<file path="config.mk">
export PLATFORM = sky130hd
export DESIGN_NAME = dtfag_seq_ctrl
export DESIGN_NICKNAME = d
export VERILOG_FILES = /design/src/rtl/dtfag_pkg.sv /design/src/rtl/dtfag_stage_cnt.sv /design/src/rtl/dtfag_seq_ctrl.sv
export SDC_FILE = /design/constraint.sdc
export NUM_CORES = 1
export LEC_CHECK = 0
export ABC_AREA = 0
export BUFFER_PORTS_ARGS = -buffer_cell sky130_fd_sc_hd__buf_2
export CAP_MARGIN = 10
export CORE_UTILIZATION = 30
export CTS_CLUSTER_DIAMETER = 150
export CTS_CLUSTER_SIZE = 20
export DETAILED_ROUTE_END_ITERATION = 8
export GPL_TIMING_DRIVEN = 0
export HOLD_SLACK_MARGIN = 0.1
export PLACE_DENSITY_LB_ADDON = 0.2
export SYNTH_ARGS = -nofsm -noshare
export SYNTH_HDL_FRONTEND = slang
export SYNTH_SLANG_ARGS = --single-unit
</file>
<file path="constraint.sdc">
create_clock -name clk -period 2.5 [get_ports clk]
set_clock_uncertainty 0.05 [all_clocks]
set_input_delay 0.375 -clock clk [delete_from_list [all_inputs] [get_ports clk]]
set_output_delay 0.375 -clock clk [all_outputs]
set_load 0.05 [all_outputs]
</file>
<file path="src/rtl/dtfag_pkg.sv">
// Shared definitions for the DTFAG twiddle-factor sequencer: FSM state codes,
// multiplier-A mux select codes and the counter width helper.
package dtfag_pkg;

    localparam logic [2:0] IDLE  = 3'd0;
    localparam logic [2:0] LOAD  = 3'd1;
    localparam logic [2:0] RUN   = 3'd2;
    localparam logic [2:0] FLUSH = 3'd3;
    localparam logic [2:0] DONE  = 3'd4;

    localparam logic [1:0] MUL_SEL_ZERO = 2'd0;
    localparam logic [1:0] MUL_SEL_PASS = 2'd1;

    // Bits needed to hold 0..n-1, never less than one.
    function automatic int dtfag_clog2(input int n);
        return (n < 2) ? 1 : $clog2(n);
    endfunction

endpackage

</file>
<file path="src/rtl/dtfag_stage_cnt.sv">
// Nested twiddle-index / stage counter. Holds the index of the next twiddle
// to issue and flags when that issue is the last one of the pass.
module dtfag_stage_cnt
    import dtfag_pkg::*;
#(
    parameter int STAGE_NUM     = 4,
    parameter int CYC_PER_STAGE = 256,
    parameter int STG_W         = dtfag_clog2(STAGE_NUM),
    parameter int CNT_W         = dtfag_clog2(CYC_PER_STAGE)
) (
    input  logic             clk_i,
    input  logic             rst_n_i,
    input  logic             clr_i,
    input  logic             en_i,
    output logic [CNT_W-1:0] tw_cnt_o,
    output logic [STG_W-1:0] stage_o,
    output logic             last_o
);

    logic [CNT_W-1:0] cnt_q, cnt_d;
    logic [STG_W-1:0] stg_q, stg_d;
    logic             cnt_wrap;
    logic             stg_last;

    assign cnt_wrap = (cnt_q == CNT_W'(CYC_PER_STAGE - 1));
    assign stg_last = (stg_q == STG_W'(STAGE_NUM - 1));

    always_comb begin
        cnt_d = cnt_q;
        stg_d = stg_q;
        if (clr_i) begin
            cnt_d = '0;
            stg_d = '0;
        end else if (en_i) begin
            if (cnt_wrap) begin
                cnt_d = '0;
                stg_d = stg_last ? '0 : stg_q + STG_W'(1);
            end else begin
                cnt_d = cnt_q + CNT_W'(1);
            end
        end
    end

    always_ff @(posedge clk_i) begin
        if (!rst_n_i) begin
            cnt_q <= '0;
            stg_q <= '0;
        end else begin
            cnt_q <= cnt_d;
            stg_q <= stg_d;
        end
    end

    assign tw_cnt_o = cnt_q;
    assign stage_o  = stg_q;
    assign last_o   = cnt_wrap && stg_last;

endmodule

</file>
<file path="src/rtl/dtfag_seq_ctrl.sv">
// Pass sequencer for the DTFAG twiddle path: load, staged issue with stall,
// pipeline flush, done pulse. Every output is a register.
//
//   state | meaning
//   IDLE  | waiting for start, all outputs low
//   LOAD  | generator seeds base registers (load_en), LOAD_CYC cycles
//   RUN   | one twiddle issued per unstalled cycle
//   FLUSH | drain PIPE_LAT multiplier stages, mux forced to zero
//   DONE  | one-cycle done pulse, busy still high
module dtfag_seq_ctrl
    import dtfag_pkg::*;
#(
    parameter int STAGE_NUM     = 4,
    parameter int CYC_PER_STAGE = 256,
    parameter int LOAD_CYC      = 2,
    parameter int PIPE_LAT      = 3,
    parameter int STG_W         = dtfag_clog2(STAGE_NUM),
    parameter int CNT_W         = dtfag_clog2(CYC_PER_STAGE)
) (
    input  logic             clk,
    input  logic             rst_n,
    input  logic             start,
    input  logic             ifft_mode,
    input  logic             stall,
    output logic [1:0]       Mul_sel,
    output logic [STG_W-1:0] stage_idx,
    output logic [CNT_W-1:0] tw_cnt,
    output logic             tw_valid,
    output logic             load_en,
    output logic             ifft_r,
    output logic             busy,
    output logic             done
);

    localparam int LD_W = dtfag_clog2(LOAD_CYC);
    localparam int FL_W = dtfag_clog2(PIPE_LAT);
    localparam logic [LD_W-1:0] LD_INIT = LD_W'(LOAD_CYC - 1);
    localparam logic [FL_W-1:0] FL_INIT = FL_W'((PIPE_LAT > 0) ? PIPE_LAT - 1 : 0);

    logic [2:0]       state_q, state_d;
    logic [LD_W-1:0]  ld_cnt_q, ld_cnt_d;
    logic [FL_W-1:0]  flush_cnt_q, flush_cnt_d;
    logic [1:0]       mul_sel_q, mul_sel_d;
    logic [STG_W-1:0] stage_q, stage_d;
    logic [CNT_W-1:0] tw_cnt_q, tw_cnt_d;
    logic             tw_valid_q, tw_valid_d;
    logic             load_en_q, load_en_d;
    logic             ifft_q, ifft_d;
    logic             busy_q, busy_d;
    logic             done_q, done_d;

    logic             cnt_clr, cnt_en, cnt_last;
    logic [CNT_W-1:0] nxt_cnt;
    logic [STG_W-1:0] nxt_stg;

    dtfag_stage_cnt #(
        .STAGE_NUM     (STAGE_NUM),
        .CYC_PER_STAGE (CYC_PER_STAGE),
        .STG_W         (STG_W),
        .CNT_W         (CNT_W)
    ) u_stage_cnt (
        .clk_i    (clk),
        .rst_n_i  (rst_n),
        .clr_i    (cnt_clr),
        .en_i     (cnt_en),
        .tw_cnt_o (nxt_cnt),
        .stage_o  (nxt_stg),
        .last_o   (cnt_last)
    );

    always_comb begin
        state_d     = state_q;
        ld_cnt_d    = ld_cnt_q;
        flush_cnt_d = flush_cnt_q;
        ifft_d      = ifft_q;
        busy_d      = busy_q;
        mul_sel_d   = MUL_SEL_ZERO;
        tw_valid_d  = 1'b0;
        load_en_d   = 1'b0;
        done_d      = 1'b0;
        tw_cnt_d    = '0;
        stage_d     = '0;
        cnt_clr     = 1'b0;
        cnt_en      = 1'b0;
        case (state_q)
            IDLE: begin
                busy_d = 1'b0;
                ifft_d = 1'b0;
                // busy_q is still high during the visible done cycle, so a
                // start landing there is dropped.
                if (start && !busy_q) begin
                    state_d  = LOAD;
                    ifft_d   = ifft_mode;
                    busy_d   = 1'b1;
                    ld_cnt_d = LD_INIT;
                end
            end
            LOAD: begin
                load_en_d = 1'b1;
                if (ld_cnt_q == '0) begin
                    state_d = RUN;
                    cnt_clr = 1'b1;
                end else begin
                    ld_cnt_d = ld_cnt_q - LD_W'(1);
                end
            end
            RUN: begin
                tw_cnt_d = tw_cnt_q;
                stage_d  = stage_q;
                if (!stall) begin
                    mul_sel_d  = MUL_SEL_PASS;
                    tw_valid_d = 1'b1;
                    tw_cnt_d   = nxt_cnt;
                    stage_d    = nxt_stg;
                    cnt_en     = 1'b1;
                    if (cnt_last) begin
                        if (PIPE_LAT == 0) begin
                            state_d = DONE;
                        end else begin
                            state_d     = FLUSH;
                            flush_cnt_d = FL_INIT;
                        end
                    end
                end
            end
            FLUSH: begin
                if (flush_cnt_q == '0) begin
                    state_d = DONE;
                end else begin
                    flush_cnt_d = flush_cnt_q - FL_W'(1);
                end
            end
            DONE: begin
                done_d  = 1'b1;
                state_d = IDLE;
            end
            default: begin
                state_d = IDLE;
            end
        endcase
    end

    always_ff @(posedge clk) begin
        if (!rst_n) begin
            state_q     <= IDLE;
            ld_cnt_q    <= '0;
            flush_cnt_q <= '0;
            mul_sel_q   <= MUL_SEL_ZERO;
            stage_q     <= '0;
            tw_cnt_q    <= '0;
            tw_valid_q  <= 1'b0;
            load_en_q   <= 1'b0;
            ifft_q      <= 1'b0;
            busy_q      <= 1'b0;
            done_q      <= 1'b0;
        end else begin
            state_q     <= state_d;
            ld_cnt_q    <= ld_cnt_d;
            flush_cnt_q <= flush_cnt_d;
            mul_sel_q   <= mul_sel_d;
            stage_q     <= stage_d;
            tw_cnt_q    <= tw_cnt_d;
            tw_valid_q  <= tw_valid_d;
            load_en_q   <= load_en_d;
            ifft_q      <= ifft_d;
            busy_q      <= busy_d;
            done_q      <= done_d;
        end
    end

    assign Mul_sel   = mul_sel_q;
    assign stage_idx = stage_q;
    assign tw_cnt    = tw_cnt_q;
    assign tw_valid  = tw_valid_q;
    assign load_en   = load_en_q;
    assign ifft_r    = ifft_q;
    assign busy      = busy_q;
    assign done      = done_q;

endmodule

</file>
======== After elaboration in Yosys (flattened, before gate mapping) ========
Cells that the tools add are included.
word-level totals
  bits in latches ......................... 0
  memory bits (writable) .................. 0
  bits of input ports ..................... 5
  register bits after elaboration ......... 33
  ROM bits ................................ 0
  output and inout port bits .............. 17
  memories kept ........................... 0
operators by class
  $mul .................................... 0
  divide/modulo/power cells ............... 0
  $add $sub $neg .......................... 4
  multiplexer cells ....................... 24
  shift-type cells ........................ 0
  reduce and logical (&&, ||, !) cells .... 13
  equality and inequality tests ........... 12
  $lt $le $gt $ge ......................... 0
  bitwise gates (word level) .............. 1
operators by type and width
  cell                                               number
  two-way mux 3 bit                                  5
  inequality test 2 bit (second input constant)      6
  one-hot mux 3 bit (4 select lines)                 1
  two-way mux 1 bit                                  11
  adder 8 x 1 -> 8 bit (second input constant)       1
  == test 8 bit (second input constant)              1
  two-way mux 2 bit                                  4
  two-way mux 8 bit                                  1
  == test 3 x 2 -> 1 bit (second input constant)     2
  AND reduction 2 bit                                3
  AND reduction 5 bit                                1
  one-hot mux 2 bit (2 select lines)                 1
  AND reduction 4 bit                                1
  nonzero test 2 bit                                 2
  == test 3 x 1 -> 1 bit (second input constant)     1
  == test 3 bit (second input constant)              1
  logical NOT 3 bit                                  1
  adder 2 x 1 -> 2 bit (second input constant)       1
  == test 2 bit (second input constant)              1
  logical AND 1 bit                                  2
  logical NOT 2 bit                                  1
  one-hot mux 1 bit (2 select lines)                 1
  OR reduction 2 bit                                 1
  subtractor 2 x 1 -> 2 bit (second input constant)  1
  other kinds (3)                                    3

======== Depth between registers and ports, before layout ========
  depth in word-level cells ............... 5
  mapped depth ............................ 6
  gate-level depth less buffers ........... 6

======== Cells and area by module ========
Synthesis repeated with hierarchy kept, for this count alone.
unflattened totals
  cells, all modules ...................... 146
  area, all modules ....................... 1370.1 sq um
modules (own cells, without submodules)
  module           seq. area each (sq um)  cells each  area each (sq um)  instances
  dtfag_seq_ctrl   440.4                   93          889.6              1
  dtfag_stage_cnt  200.2                   53          480.5              1

======== Worst setup path before layout ========
OpenSTA, ideal clock, no wires.
  path kind ............................... flip-flop to flip-flop
  start ................................... register state_q[1]
  end ..................................... register u_stage_cnt.cnt_q[0], in the netlist u_stage_cnt.tw_cnt_o[0]
  arrival ................................. 1.305 ns
  slack ................................... 1.031 ns
  clock period less this slack ............ 1.469 ns
  buffers on the path ..................... 1
  setup time .............................. 0.115 ns
  required time ........................... 2.335 ns
  cell stages (with the launch flop) ...... 6
  path through ............................ dfxtp_1 > buf_4 > or3b_2 > o21ai_4 > nand2b_1 > nor2_1
on the way
  cells in the longest elaborated chain, start to end .. 3
  elaborated cells between the ends (all ways) .. 5
ends and longest elaborated chain
  item                                 line                   RTL
  start, declared                      dtfag_seq_ctrl.sv:40   logic [2:0] state_q, state_d;
  start signal, assigned               dtfag_seq_ctrl.sv:157  state_q <= state_d;
  == test 3 x 1 -> 1 bit               dtfag_seq_ctrl.sv:85   case (state_q)
  two-way mux 1 bit                    dtfag_seq_ctrl.sv:85
  OR reduction 2 bit (no source line)  -
  end signal, assigned                 dtfag_stage_cnt.sv:49  cnt_q <= cnt_d;
  end, declared                        dtfag_stage_cnt.sv:20  logic [CNT_W-1:0] cnt_q, cnt_d;
Parallel ways exist; a longest one is shown, timed or not.
A chain may end at the register's enable or synchronous reset.

======== Final worst setup path ========
  start ................................... register state_q[1]
  end ..................................... register u_stage_cnt.cnt_q[3], in the netlist u_stage_cnt.tw_cnt_o[3]
Same word-level chain as after synthesis.

==> out/metrics.cfg <==
[yosys]
yosys.area.top_type_share = 0.463
synth-seq-cells = 32
syn_area_per_cell_sq_um = 9.68
synth_flop_cell = dfxtp_1
syn_inst = 143
ys_top_cells_by_area = dfxtp_1 46%, mux2i_1 10%, nor2_1 6.2%
yosys.area.top_type = dfxtp_1
synthTopCellsByCount = 32 x dfxtp_1, 23 x nor2_1, 14 x mux2i_1
ys_warn_count = 0
yosysMostFrequentCell = dfxtp_1
synth_cell_types = 38
yosysSeqAreaShare = 0.463
synth_nets = 151
synthArstFlopShare = 0
syn-cell-area_sq_um = 1380
synth_enable_flop_cells = 0

[critical_path]
critPathKind = reg2reg
cp-startpoint = state_q[1]$_SDFFE_PN0P_
ff2ff_setup_slack_ns = 0.87
regToRegEndpoint = u_stage_cnt.tw_cnt_o[3]$_SDFFE_PP0P_
cp-end-kind = flip-flop
endpoint = u_stage_cnt.tw_cnt_o[3]$_SDFFE_PP0P_
rr_startpoint = state_q[1]$_SDFFE_PN0P_
rr_worst_depth = 5
cp_max_fo = 9
required_ns = 2.63
critPathArrivalTime_ns = 1.76
cp-start-kind = flip-flop

[layout]
seq_area_sq_um = 641
drive_gt1_frac = 0.218
multi_input_area_sq_um = 678
area_growth_pct = 18.9
insertedDiodeCount = 0
nets = 178
fill_cells = 461

[placement]
place_ws_ns = 0.808
dp_hpwl_microns = 1870
io_buffers = 20
routabilityCongestion = 0.714

[sta]
hold_violations = 0
slew_headroom = 0.510
min_period_ns = 1.63
worst_pin_slew_ns = 0.736
finalSetupTns_ns = 0
hold_ws_ns = 0.294
fmax_mhz = 612
setup_violations = 0
final.period_utilization = 0.653
rsz0062_at_grt = no
postLayoutSetupSlackWorst_ns = 0.866
slew_viol_final = 0

[clock_network]
postCtsSetupRepairBufs = 0
clock_sinks = 32
ctsLongestPathBuffers = 2
cts_resized = 0
cts_max_level = 2
cts_made_buffers = 5
clk_pin_slew_ns = 0.06
cts-hold-fix-buffers = 0
cts-root-buf = clkbuf_8
insertion_delay_ns = 0.28
tritoncts = yes

[floorplanning]
start_util = 0.316
core_sq_um = 4380
fp.dieW_microns = 69.9
die_h_microns = 69.9
fp-row-count = 24
pin_count = 22
die_area_sq_um = 4890

[drt]
firstDrtPassIters = 4
wl_microns = 2630
vias_per_cell = 4.74
dr.first_iter.drc_count = 28
routedWlPerCell_microns = 11.8
postRouteAntennaNets = 0
drc = 0
vias = 1052

[global_routing]
grt_pass1_wl_microns = 4690
grt_max_degree = 11
gr-total-overflow = 0
grt_use_total = 0.126
antenna_found_initial = 0
first_global_vias = 1029

[power]
power_density_nw_per_um2 = 705
p_total_mw = 1.16
ir_drop_uv = 348
cellLeakagePower_nw = 0.696

[run_status]
outcome = finished, final reports clean

[flow_run]
max-cap-violations = 0

[hold_path]
hold_path_class = in2reg

## power by group
| part | switching, mW | internal [mW] | total (mW) |
|---|---|---|---|
| clock | 0.179 | 0.245 | 0.424 |
| combinational | 0.123 | 0.0719 | 0.195 |
| sequential | 0.0108 | 0.531 | 0.542 |
| total | 0.313 | 0.847 | 1.16 |
## how the worst min path moves through the flow
stage	startpoint	to	slack (ns)	cells after the start
2_1_floorplan	u_stage_cnt.stage_o[0]$_SDFFE_PP0P_	u_stage_cnt.stage_o[0]$_SDFFE_PP0P_	0.41	2
3_3_place_gp	ifft_r$_SDFFE_PN0P_	ifft_r$_SDFFE_PN0P_	0.40	2
3_5_place_dp	ifft_r$_SDFFE_PN0P_	ifft_r$_SDFFE_PN0P_	0.42	2
4_1_cts	ifft_mode	ifft_r$_SDFFE_PN0P_	0.29	3
5_1_grt	ifft_mode	ifft_r$_SDFFE_PN0P_	0.30	3
6_report	ifft_mode	ifft_r$_SDFFE_PN0P_	0.29	3
## kinds of logic after synthesis
kind of cell    share of synthesized area
compound gates                     0.0696
xor+xnor                           0.0380
fa+ha+maj                          0.0271
buf+inv                            0.0470
flops                               0.463
mux                                 0.101
other cells                       0.00271
simple gates                        0.251
## metrics by stage
step	area (sq um)	instances	util
4_1_cts	1650	222	0.375
3_3_place_gp	1550	215	0.353
5_1_grt	1650	222	0.375
3_5_place_dp	1550	215	0.353
2_1_floorplan	1380	143	-
6_report	1650	222	0.375
## area by class of cell
type | instances | share of cell area
inverters | 3 | 0.00684
flip-flops and latches | 32 | 0.389
multi-input cells | 100 | 0.412
well taps | 52 | 0.0395
plain buffers | 8 | 0.0327
clock buffers | 7 | 0.0586
repair buffers | 20 | 0.0608
## worst max-delay path: stages (launching register included)
cell and delay (ns):
dfxtp_1 0.30, buf_4 0.16, or3b_2 0.49, o21ai_4 0.26, nand2b_1 0.21, nor2_1 0.06
## registers in the layout, indices dropped and copies added, names as in the netlist
register,flops
flush_cnt_q,2
ifft_r,1
Mul_sel,1
tw_cnt,8
tw_valid,1
ld_cnt_q,1
done,1
load_en,1
stage_idx,2
u_stage_cnt.tw_cnt_o,8
state_q,3
busy,1
u_stage_cnt.stage_o,2
## per-layer routing
metal / wire (microns) / up-vias / GRT usage
li1: - / 540 / -
met1: 1210 / 484 / 0.144
met2: 1240 / 22 / 0.203
met3: 123 / 6 / 0.0418
met4: 56 / 0 / 0.0733
met5: 0 / - / 0
## cell usage in the layout, fill, tap and decap left out, drive strengths merged
master,netlist,routed
dfxtp,32,32
buf,6,26
nor2,23,23
mux2i,14,14
clkbuf,2,9
nand2,8,8
a21oi,7,7
xor2,5,5
nand4,5,5
nand2b,4,4
o21ai,4,4
inv,3,3
nand3,3,3
nor3,3,3
and2,3,3
ha,3,3
and3,2,2
nor3b,2,2
or3b,2,2
nor4b,2,2
and4b,1,1
and4,1,1
nor2b,1,1
o21a,1,1
a211oi,1,1
a31oi,1,1
a221oi,1,1
or3,1,1
xnor2,1,1
conb,1,1
No activity file was read; power rests on OpenSTA's default activity.
